$ cat config.mk
export PLATFORM = sky130hd
export DESIGN_NAME = sha256_w_window_reader_flat
export DESIGN_NICKNAME = d
export VERILOG_FILES = /design/src/rtl/sha256_pkg.sv /design/src/rtl/sha256_w_window_reader_if.sv /design/src/rtl/sha256_word_fifo.sv /design/src/rtl/sha256_w_window_reader.sv /design/src/flat_wrapper.sv
export SDC_FILE = /design/constraint.sdc
export NUM_CORES = 1
export LEC_CHECK = 0
export ABC_AREA = 1
export CAP_MARGIN = 20
export CELL_PAD_IN_SITES_DETAIL_PLACEMENT = 2
export CELL_PAD_IN_SITES_GLOBAL_PLACEMENT = 2
export CORE_MARGIN = 2
export CORE_UTILIZATION = 31
export CTS_BUF_LIST = sky130_fd_sc_hd__clkbuf_4
export DETAILED_ROUTE_END_ITERATION = 7
export GPL_TIMING_DRIVEN = 1
export PLACE_DENSITY = 0.64
export SLEW_MARGIN = 10
export SYNTH_ARGS = -nofsm -noshare
export SYNTH_HDL_FRONTEND = slang
export SYNTH_SLANG_ARGS = --single-unit
$ cat constraint.sdc
create_clock -name CLK -period 4.9 [get_ports CLK]
set_input_delay 0.735 -clock CLK [delete_from_list [all_inputs] [get_ports CLK]]
set_output_delay 0.735 -clock CLK [all_outputs]
set_load 0.05 [all_outputs]
$ cat src/rtl/sha256_pkg.sv
// Shared constants, reader state encoding and window helpers for the
// SHA-256 message-schedule consumer.
package sha256_pkg;

  localparam int WORD_W     = 32;
  localparam int WIN_W      = 128;
  localparam int ROUNDS_DEF = 64;
  localparam int ROUND_W    = 6;
  localparam int TAG_W      = ROUND_W + WORD_W;

  typedef enum logic [2:0] {
    ST_IDLE   = 3'd0,
    ST_FIRST  = 3'd1,
    ST_UNPACK = 3'd2,
    ST_STREAM = 3'd3,
    ST_DRAIN  = 3'd4
  } rd_state_e;

  // Word idx of a window; idx 0 is the oldest word in the top 32 bits.
  function automatic logic [WORD_W-1:0] win_word(input logic [WIN_W-1:0] win,
                                                 input logic [1:0]       idx);
    logic [WORD_W-1:0] w;
    case (idx)
      2'd0:    w = win[127:96];
      2'd1:    w = win[95:64];
      2'd2:    w = win[63:32];
      default: w = win[31:0];
    endcase
    return w;
  endfunction

endpackage

$ cat src/rtl/sha256_w_window_reader_if.sv
// Handshake bundle between the schedule pipeline, the window reader and the
// compression core.
interface sha256_w_window_reader_if;
  import sha256_pkg::*;

  logic               start;
  logic               win_valid;
  logic [WIN_W-1:0]   win_data;
  logic               win_ready;
  logic               w_valid;
  logic [WORD_W-1:0]  w_data;
  logic [ROUND_W-1:0] w_round;
  logic               w_last;
  logic               w_ready;
  logic               busy;
  logic               done;

  modport slave (
    input  start, win_valid, win_data, w_ready,
    output win_ready, w_valid, w_data, w_round, w_last, busy, done
  );

  modport master (
    output start, win_valid, win_data, w_ready,
    input  win_ready, w_valid, w_data, w_round, w_last, busy, done
  );

endinterface

$ cat src/rtl/sha256_word_fifo.sv
// Synchronous FIFO with fall-through read port; a separate occupancy count
// distinguishes full from empty so pointers can wrap freely.
module sha256_word_fifo #(
  parameter int DEPTH = 8,
  parameter int WIDTH = 38
) (
  input  logic                     clk,
  input  logic                     rst_n,
  input  logic                     push,
  input  logic [WIDTH-1:0]         push_data,
  input  logic                     pop,
  output logic [WIDTH-1:0]         rd_data,
  output logic                     full,
  output logic                     empty,
  output logic [$clog2(DEPTH):0]   count
);

  localparam int PTR_W = $clog2(DEPTH);
  localparam int CNT_W = PTR_W + 1;
  localparam logic [PTR_W-1:0] PTR_ONE = PTR_W'(1);
  localparam logic [CNT_W-1:0] CNT_ONE = CNT_W'(1);

  logic [WIDTH-1:0] mem_q [DEPTH];
  logic [PTR_W-1:0] wr_ptr_q, wr_ptr_d;
  logic [PTR_W-1:0] rd_ptr_q, rd_ptr_d;
  logic [CNT_W-1:0] count_q, count_d;
  logic             do_push_s, do_pop_s;

  assign full    = (count_q == CNT_W'(DEPTH));
  assign empty   = (count_q == {CNT_W{1'b0}});
  assign count   = count_q;
  assign rd_data = mem_q[rd_ptr_q];

  // A push into a full FIFO is only legal when the head leaves in the same cycle.
  always_comb begin
    do_pop_s  = pop & ~empty;
    do_push_s = push & (~full | do_pop_s);
    wr_ptr_d  = wr_ptr_q;
    rd_ptr_d  = rd_ptr_q;
    count_d   = count_q;
    if (do_push_s) begin
      wr_ptr_d = wr_ptr_q + PTR_ONE;
    end else begin
      wr_ptr_d = wr_ptr_q;
    end
    if (do_pop_s) begin
      rd_ptr_d = rd_ptr_q + PTR_ONE;
    end else begin
      rd_ptr_d = rd_ptr_q;
    end
    case ({do_push_s, do_pop_s})
      2'b10:   count_d = count_q + CNT_ONE;
      2'b01:   count_d = count_q - CNT_ONE;
      default: count_d = count_q;
    endcase
  end

  // Pointer and occupancy registers.
  always_ff @(posedge clk or negedge rst_n) begin
    if (!rst_n) begin
      wr_ptr_q <= {PTR_W{1'b0}};
      rd_ptr_q <= {PTR_W{1'b0}};
      count_q  <= {CNT_W{1'b0}};
    end else begin
      wr_ptr_q <= wr_ptr_d;
      rd_ptr_q <= rd_ptr_d;
      count_q  <= count_d;
    end
  end

  // Storage array; contents are meaningless while the entry is not occupied.
  always_ff @(posedge clk) begin
    if (do_push_s) begin
      mem_q[wr_ptr_q] <= push_data;
    end
  end

endmodule

$ cat src/rtl/sha256_w_window_reader.sv
// Serializes 128-bit schedule windows into one tagged W_t word per round:
// the first window supplies W0..W3, every later window contributes its newest word.
module sha256_w_window_reader
  import sha256_pkg::*;
#(
  parameter int FIFO_DEPTH = 8,
  parameter int ROUNDS     = ROUNDS_DEF
) (
  input  logic                      CLK,
  input  logic                      RST,
  sha256_w_window_reader_if.slave   bus
);

  localparam int CNT_W = $clog2(FIFO_DEPTH) + 1;
  localparam logic [6:0]         PUSH_ONE  = 7'd1;
  localparam logic [ROUND_W-1:0] LAST_RND  = ROUND_W'(ROUNDS - 1);

  rd_state_e         state_q, state_d;
  logic [6:0]        push_cnt_q, push_cnt_d;
  logic [WIN_W-1:0]  unpack_q, unpack_d;
  logic [TAG_W-1:0]  hold_q, hold_d;
  logic              done_q, done_d;

  logic              push_s, pop_s, full_s, empty_s;
  logic [TAG_W-1:0]  push_data_s, rd_data_s;
  logic [CNT_W-1:0]  count_s;
  logic              win_ready_s, win_hs_s, last_pop_s;

  sha256_word_fifo #(
    .DEPTH (FIFO_DEPTH),
    .WIDTH (TAG_W)
  ) u_fifo (
    .clk       (CLK),
    .rst_n     (RST),
    .push      (push_s),
    .push_data (push_data_s),
    .pop       (pop_s),
    .rd_data   (rd_data_s),
    .full      (full_s),
    .empty     (empty_s),
    .count     (count_s)
  );

  // Ready depends only on registered state and FIFO flags, never on inputs.
  always_comb begin
    win_ready_s = 1'b0;
    case (state_q)
      ST_FIRST:  win_ready_s = (count_s <= CNT_W'(FIFO_DEPTH - 4));
      ST_STREAM: win_ready_s = ~full_s & (push_cnt_q < 7'(ROUNDS));
      default:   win_ready_s = 1'b0;
    endcase
    win_hs_s   = bus.win_valid & win_ready_s;
    pop_s      = bus.w_ready & ~empty_s;
    last_pop_s = pop_s & (rd_data_s[TAG_W-1:WORD_W] == LAST_RND);
  end

  // Block sequencing and FIFO push generation.
  always_comb begin
    state_d     = state_q;
    push_cnt_d  = push_cnt_q;
    unpack_d    = unpack_q;
    push_s      = 1'b0;
    push_data_s = {TAG_W{1'b0}};
    done_d      = 1'b0;
    case (state_q)
      ST_IDLE: begin
        if (bus.start) begin
          state_d    = ST_FIRST;
          push_cnt_d = 7'd0;
        end else begin
          state_d    = ST_IDLE;
        end
      end
      ST_FIRST: begin
        if (win_hs_s) begin
          unpack_d = bus.win_data;
          state_d  = ST_UNPACK;
        end else begin
          state_d  = ST_FIRST;
        end
      end
      ST_UNPACK: begin
        // Space for all four words was reserved before the window was taken.
        push_s      = 1'b1;
        push_data_s = {push_cnt_q[ROUND_W-1:0], win_word(unpack_q, push_cnt_q[1:0])};
        push_cnt_d  = push_cnt_q + PUSH_ONE;
        if (push_cnt_q[1:0] == 2'd3) begin
          state_d = ST_STREAM;
        end else begin
          state_d = ST_UNPACK;
        end
      end
      ST_STREAM: begin
        if (win_hs_s) begin
          push_s      = 1'b1;
          push_data_s = {push_cnt_q[ROUND_W-1:0], bus.win_data[WORD_W-1:0]};
          push_cnt_d  = push_cnt_q + PUSH_ONE;
          if (push_cnt_q == 7'(ROUNDS - 1)) begin
            state_d = ST_DRAIN;
          end else begin
            state_d = ST_STREAM;
          end
        end else begin
          state_d = ST_STREAM;
        end
      end
      ST_DRAIN: begin
        if (last_pop_s) begin
          done_d  = 1'b1;
          state_d = ST_IDLE;
        end else begin
          state_d = ST_DRAIN;
        end
      end
      default: begin
        state_d = ST_IDLE;
      end
    endcase
    if (pop_s) begin
      hold_d = rd_data_s;
    end else begin
      hold_d = hold_q;
    end
  end

  // Controller state, unpack buffer and the last-delivered word.
  always_ff @(posedge CLK or negedge RST) begin
    if (!RST) begin
      state_q    <= ST_IDLE;
      push_cnt_q <= 7'd0;
      unpack_q   <= {WIN_W{1'b0}};
      hold_q     <= {TAG_W{1'b0}};
      done_q     <= 1'b0;
    end else begin
      state_q    <= state_d;
      push_cnt_q <= push_cnt_d;
      unpack_q   <= unpack_d;
      hold_q     <= hold_d;
      done_q     <= done_d;
    end
  end

  // An empty FIFO keeps presenting the most recently delivered word.
  assign bus.win_ready = win_ready_s;
  assign bus.w_valid   = ~empty_s;
  assign bus.w_data    = empty_s ? hold_q[WORD_W-1:0] : rd_data_s[WORD_W-1:0];
  assign bus.w_round   = empty_s ? hold_q[TAG_W-1:WORD_W] : rd_data_s[TAG_W-1:WORD_W];
  assign bus.w_last    = ~empty_s & (rd_data_s[TAG_W-1:WORD_W] == LAST_RND);
  assign bus.busy      = (state_q != ST_IDLE);
  assign bus.done      = done_q;

endmodule

$ cat src/flat_wrapper.sv
// flat-port wrapper written by rule: the top's interface ports become plain ports
module sha256_w_window_reader_flat import sha256_pkg::*;
#(
  parameter int FIFO_DEPTH = 8,
  parameter int ROUNDS     = ROUNDS_DEF
)
  (CLK, RST, bus_start, bus_win_valid, bus_win_data, bus_w_ready, bus_win_ready, bus_w_valid, bus_w_data, bus_w_round, bus_w_last, bus_busy, bus_done);
  sha256_w_window_reader_if bus_i ();
  input  logic CLK;
  input  logic RST;
  input wire logic [$bits(bus_i.start)-1:0] bus_start;
  input wire logic [$bits(bus_i.win_valid)-1:0] bus_win_valid;
  input wire logic [$bits(bus_i.win_data)-1:0] bus_win_data;
  input wire logic [$bits(bus_i.w_ready)-1:0] bus_w_ready;
  output wire logic [$bits(bus_i.win_ready)-1:0] bus_win_ready;
  output wire logic [$bits(bus_i.w_valid)-1:0] bus_w_valid;
  output wire logic [$bits(bus_i.w_data)-1:0] bus_w_data;
  output wire logic [$bits(bus_i.w_round)-1:0] bus_w_round;
  output wire logic [$bits(bus_i.w_last)-1:0] bus_w_last;
  output wire logic [$bits(bus_i.busy)-1:0] bus_busy;
  output wire logic [$bits(bus_i.done)-1:0] bus_done;
  assign bus_i.start = bus_start;
  assign bus_i.win_valid = bus_win_valid;
  assign bus_i.win_data = bus_win_data;
  assign bus_i.w_ready = bus_w_ready;
  assign bus_win_ready = bus_i.win_ready;
  assign bus_w_valid = bus_i.w_valid;
  assign bus_w_data = bus_i.w_data;
  assign bus_w_round = bus_i.w_round;
  assign bus_w_last = bus_i.w_last;
  assign bus_busy = bus_i.busy;
  assign bus_done = bus_i.done;
  sha256_w_window_reader #(.FIFO_DEPTH(FIFO_DEPTH), .ROUNDS(ROUNDS)) u_core (.CLK(CLK), .RST(RST), .bus(bus_i));
endmodule
==> metrics list <==
- Detailed routing inserted a total of 15700 vias.
- Switching power total: approximately 7.5 mW
- Starting density of the core: 31.4%
* Number of top-level design ports: 176
- Met2 GRT Util: 30.4%
- In the final routed layout, each cell accounts on average for 20.1 um.
- In the global route stage, overall resource usage came out at a little under a fifth.
- Clock tree buffer depth: 3
* Total clock buffers created by CTS: 145
- The number of antenna violations at the first check in global routing came to 2.
* Net total in the final layout: between 2000 and 2500
- The first global-routing pass estimated around 100000 um of wire.
* Launching point of the worst reg2reg path: u_core.state_q[1]
- Static timing analysis puts the maximum clock frequency at 232 MHz.
- Reg power frac: 35.4%
* Synthesis warning total: 0
* Maximum capacitance violations: 0
* Number of different library cells in the post-synthesis netlist: 36
* Number of buffer cells added on primary ports: approximately 180
- The library cells used most frequently in the layout, excluding fill and tap cells, are sky130_fd_sc_hd__nand2_1, sky130_fd_sc_hd__o21ai_0, sky130_fd_sc_hd__edfxtp_1.
- After detailed routing, the number of remaining DRC violations is 0.
- Worst rel slew slack: 27.0%
* Static leakage: 10.3 nW
* Layer with the highest usage: met2
- The worst-case IR drop observed on VDD is about 0.38 mV.
* Worst hold slack: 0.315 ns
* Placed cells: 2962
* Max-slew violation total from the final report: 0
- HPWL after DPL: 39500 um
* Final hold violations: 0
- STA classifies the critical path startpoint as a flop.
- Total detailed-routing wirelength: 64500 um
* Clock root buffer master: sky130_fd_sc_hd__clkbuf_4
- In this run the worst hold path is classified as primary input to async pin.
* Depth of the CTS H-tree: 4
- M3 GR Usage: under 10%
- Share of synthesized area spent on multiplexers: 0%
- Portion of the clock cycle consumed by the worst path in the final layout: 87.9%
* Die Wd: 265 um
- Maximum net fanout on the critical path: 64
* Count of cells along the worst register-to-register path: 14
- For this run, the register share of the synthesized area comes to 65.3%.
* Run status: finished clean
* Number of cell rows: 95
- Sw frac: 42.3%
- Cell internal power was estimated by the tool at 10.2 mW.
* Area share of fa/ha/maj cells after synthesis: less than 1%
- The library cell used most frequently in the layout, excluding fill and tap cells, is sky130_fd_sc_hd__nand2_1.
* First-pass iteration count of the detailed router: 4
- The die covers 0.0703 mm^2.
- Summing every instance area after synthesis gives 0.0211 mm^2.
- Die Y-Extent: 265 um
* Number of flip-flops and latches in the synthesized netlist: 491
- At the worst endpoint, the required time is 4.16 ns.
* Core outline area: 0.0674 mm^2
* Final critical delay including setup and external delays: 4.31 ns
- Clock tree synthesis found a total of 491 sinks.
- After Yosys synthesis, and, or, nand and nor cells account for 11.1% of the synthesized area.
* Antenna Nets Post-Route: 0
* Critical path start-end classification: flop to output pin
* XOR/XNOR share of the synthesized area: 0.331%
* Clock slew at reported path FFs: 0.06 ns
- The worst setup path is captured at an output pin.
* Post-CTS Repair Setup Buffers: 0
* CTS tree: built
- Combinational cells account for 42.0% of the total power.
- The total overflow left after global routing is 0.
* Setup skew after layout: 0.0738 ns
* Clock group share of total power: 22.6%
- For the pin with the worst max-slew slack, the measured transition is approximately 1.1 ns.
- Synthesis handed over a netlist of 1999 instances.
- In this run, the number of DRC markers left after iteration 0 of detailed routing was 724.
- The area growth from synthesis to layout is 21.4%.
- Entering global routing, the biggest net connects 103 pins.
- Setup violations remaining at the end of the flow were counted as 0.
- Power spread over the standard cell area amounts to roughly 690 mW/mm^2.
- Skew-Pair Late Insertion Delay: between 0.9 and 1 ns
- After synthesis, the largest family of logic cells by area is compound AO/OA/AOI/OAI gates.
- The finished layout holds 3211 standard cells, fillers aside.
- Summed over all failing endpoints, the final setup total negative slack is 0 ns.
- When the netlist entered floorplanning its net count stood at 2141.
- In the routed layout, each cell is associated on average with a via count of slightly below 5.
* Post-synthesis average cell area: 10.6 um^2
- Share of the synthesized area in compound gates (AO/OA/AOI/OAI): around 16%
- Share of layout cells above drive strength 1: 17.2%
* Vias in the first global route: between 15000 and 20000
* Placer Congestion: 0.741
- Arrival time reported for the critical path endpoint: 3.57 ns
- In this run the worst setup path begins at u_core.u_fifo.rd_ptr_q[0].
* Grt met1 use: between 20% and 30%
* Setup repair after global routing missed its margin: no
## cells by family (layout without fill, tap and decap cells)
logic type | after synthesis | count (layout)
AOI/OAI and AO/OA | 580 | 580
other | 0 | 1
adders and majority gates | 9 | 9
DFF | 491 | 491
xor gates and xnor gates | 8 | 8
buffers and inverters | 319 | 657
and+or+nand+nor | 592 | 592
## through the flow
stage          util (%)  worst slack (ns)  total power, mW  cell area (um^2)
6_report           38.1             0.593             17.7             25700
5_1_grt            38.1             0.196             19.0             25700
4_1_cts            38.0             0.248             18.0             25600
3_5_place_dp       35.3              1.31             13.9             23800
3_3_place_gp       35.2              1.41             13.5             23700
2_1_floorplan         -             0.614             10.9             21100
## power by group through the flow
stage	Combinational, mW	Clock (mW)	Sequential (mW)
after floorplan	4.82	0	6.10
after global placement	7.24	0	6.29
after detailed placement	7.54	0	6.35
after CTS	7.57	4.18	6.28
after global routing	8.22	4.38	6.39
final	7.44	4.00	6.27
## state kept, by name, summed over array words and instances, names as in the netlist
register / flops
u_core.push_cnt_q: 7
u_core.hold_q: 38
u_core.state_q: 3
u_core.u_fifo.mem_q: 304
u_core.u_fifo.count: 4
u_core.u_fifo.wr_ptr_q: 3
u_core.unpack_q: 128
u_core.u_fifo.rd_ptr_q: 3
u_core.bus.done: 1
## synth_stat cells, drive strengths merged
| cell | instances | area [um^2] |
|---|---|---|
| buf | 52 | 434 |
| dfrtp | 187 | 4680 |
| ha | 9 | 113 |
| nand4 | 2 | 18.8 |
| a21oi | 37 | 185 |
| o211ai | 1 | 7.51 |
| nor4 | 1 | 6.26 |
| xnor2 | 3 | 26.3 |
| nor3 | 8 | 67.6 |
| inv | 194 | 728 |
| nor2 | 175 | 664 |
| clkbuf | 71 | 267 |
| clkinv | 2 | 8.75 |
| o221ai | 32 | 280 |
| or2 | 1 | 6.26 |
| xor2 | 5 | 43.8 |
| edfxtp | 304 | 9130 |
| o22ai | 32 | 200 |
| a31oi | 33 | 206 |
| nand3 | 29 | 158 |
| nand2 | 376 | 1430 |
| o21ai | 445 | 2490 |
## critical path: stages (launching register included)
cell and delay, ns:
sky130_fd_sc_hd__dfrtp_4 0.48, sky130_fd_sc_hd__clkinv_2 0.46, sky130_fd_sc_hd__buf_6 0.50, sky130_fd_sc_hd__o21ai_0 0.17
sky130_fd_sc_hd__o221ai_1 0.20, sky130_fd_sc_hd__o21ai_0 0.27, sky130_fd_sc_hd__o21ai_0 0.27, sky130_fd_sc_hd__buf_4 0.23
## final timing paths
kind,to,slack (ns)
max in group asynchronous,u_core.unpack_q[80],3.55
max,bus_w_data[5],0.59
min reg2reg,u_core.unpack_q[98],0.48
max reg2reg,u_core.u_fifo.count[2],1.67
min in group CLK,u_core.unpack_q[118],0.35
min,u_core.u_fifo.rd_ptr_q[2],0.32
## layer usage
layer	up-vias	wire, um
li1	7393	-
met1	7848	29800
met2	312	30600
met3	105	2710
met4	0	1360
met5	-	0
## timing repair
item / 4_1_cts / 5_1_grt
hold buffers: 1 / 0
endpoints found under the setup margin: 0 / 1
gates resized for setup: 0 / 1
hold endpoints to repair: 40 / 0
## area by class of cell
class	count	area [um^2]
multi-input combinational	1189	5960
antenna	1	2.50
timing repair buffer	219	2220
fill	7147	41700
inverter	196	738
tap	873	1090
clock inverter	38	307
sequential	491	13800
clock buffer	204	1530
No activity file was read; power rests on OpenSTA's default activity.
==> edit (same flow settings) <==
The 5 states of `rd_state_e` get a one-hot encoding in 5 bits.
--- a/src/rtl/sha256_pkg.sv
+++ b/src/rtl/sha256_pkg.sv
@@ -10,8 +10,8 @@
 
-  typedef enum logic [2:0] {
-    ST_IDLE   = 3'd0,
-    ST_FIRST  = 3'd1,
-    ST_UNPACK = 3'd2,
-    ST_STREAM = 3'd3,
-    ST_DRAIN  = 3'd4
+  typedef enum logic [4:0] {
+    ST_IDLE   = 5'b00001,
+    ST_FIRST  = 5'b00010,
+    ST_UNPACK = 5'b00100,
+    ST_STREAM = 5'b01000,
+    ST_DRAIN  = 5'b10000
   } rd_state_e;
Formal check against the unedited RTL: no difference found for any inputs over 4 cycles, from zero or initial values and one cycle with RST low; so few cycles prove little.
==> edit against the original RTL <==
Sequential power decreased by 13%. Synthesized cell count increased by 1.3%. Sequential cell count increased by 2. Cell area decreased by 0.40%. Total power decreased by 12%. Synthesized area decreased by 1.5%. Routed wire length increased by 3.2%. Worst setup slack got worse by 110 ps. Via count increased by 1.8%. Critical path type unchanged. Largest power group unchanged.
==> edit: results <==
metrics = {
    "pwr": {
        "total_power_uw": 15510,
        "sequentialPowerShare_pct": 35.2,
    },
    "finish": {
        "clk_share_pct": 7.435,
        "fill_cells": 7197,
        "buffer_area_share_pct": 8.717,
        "buffers": 209,
        "num-multi-input-gates": 1308,
        "clkbuf_count": 206,
        "drive_gt1_share_pct": 13.71,
        "diodes": 5,
    },
    "placed_design": {
        "dpl.cell_count": 2976,
        "placed_cell_area_um2": 23630,
        "gp_routability_congestion": 0.7312,
        "pre_cts_slack_ps": 1424,
    },
    "logic_synthesis": {
        "synthArstFlopShare_pct": 38.34,
        "yosysSeqAreaShare_pct": 66.53,
        "ys_ff_latch": 493,
        "ys_top_cells_by_area": "edfxtp_1, dfrtp_1, nand2_1",
        "synth.area.mux_share_pct": 0.05405,
        "synth_nets": 2167,
        "synth_xor_area_share_pct": 0.4204,
        "synth_compound_area_share_pct": 11.17,
    },
    "critical_path": {
        "worstReg2RegStart": "u_core.state_q[3]",
        "crit_end": "bus_w_data[6]",
        "cp_max_fo": 54,
        "arrival_ps": 3680,
        "max_stage_delay_ps": 570,
    },
    "sta": {
        "fin_crit_sh_pct": 90.12,
        "worst_pin_slew_ps": 1089,
        "hold_slack_ps": 282.3,
        "clock_skew_ps": 54.49,
    },
    "detailed_routing": {
        "drt_iter0_markers": 772,
        "drt-total-wl_mm": 66.51,
        "drt_pass1_iterations": 5,
    },
    "global_routing": {
        "antenna_found_initial": 4,
        "grt_pass1_vias": 17960,
        "track_usage_pct": 19.51,
    },
    "status": {
        "status": "finished clean",
    },
}
edit: cell count changes in the layout (fill, tap and decap cells not counted), moves of 17 or more:
| cell | change |
|---|---|
| nand2_1 | +163 |
| nand3_1 | +118 |
| inv_1 | -98 |
| o21ai_0 | -84 |
| o21ai_2 | -70 |
| a21oi_1 | -18 |
| a31oi_1 | -18 |
| o211ai_1 | +17 |
edit: layer usage:
layer / routed length (um) / vias to the layer above / part of all wire (%) / track usage, %
li1: - / 7486 / - / -
met1: 30420 / 8072 / 46 / 24.82
met2: 32230 / 307 / 48 / 32.75
met3: 2879 / 78 / 4.3 / 4.686
met4: 975 / 0 / 1.5 / 6.255
met5: 0 / - / 0 / 0
edit: worst max-delay path, delay by kind of cell (launching register included):
| family | cells | cell delay [ps] |
|---|---|---|
| buffers and inverters | 3 | 1240 |
| AOI/OAI and AO/OA | 4 | 950 |
| DFF | 1 | 500 |
edit: repair_timing:
item                      CTS  global route
resized for setup           0             0
hold endpoints to repair   40             0
hold buffers                1             0
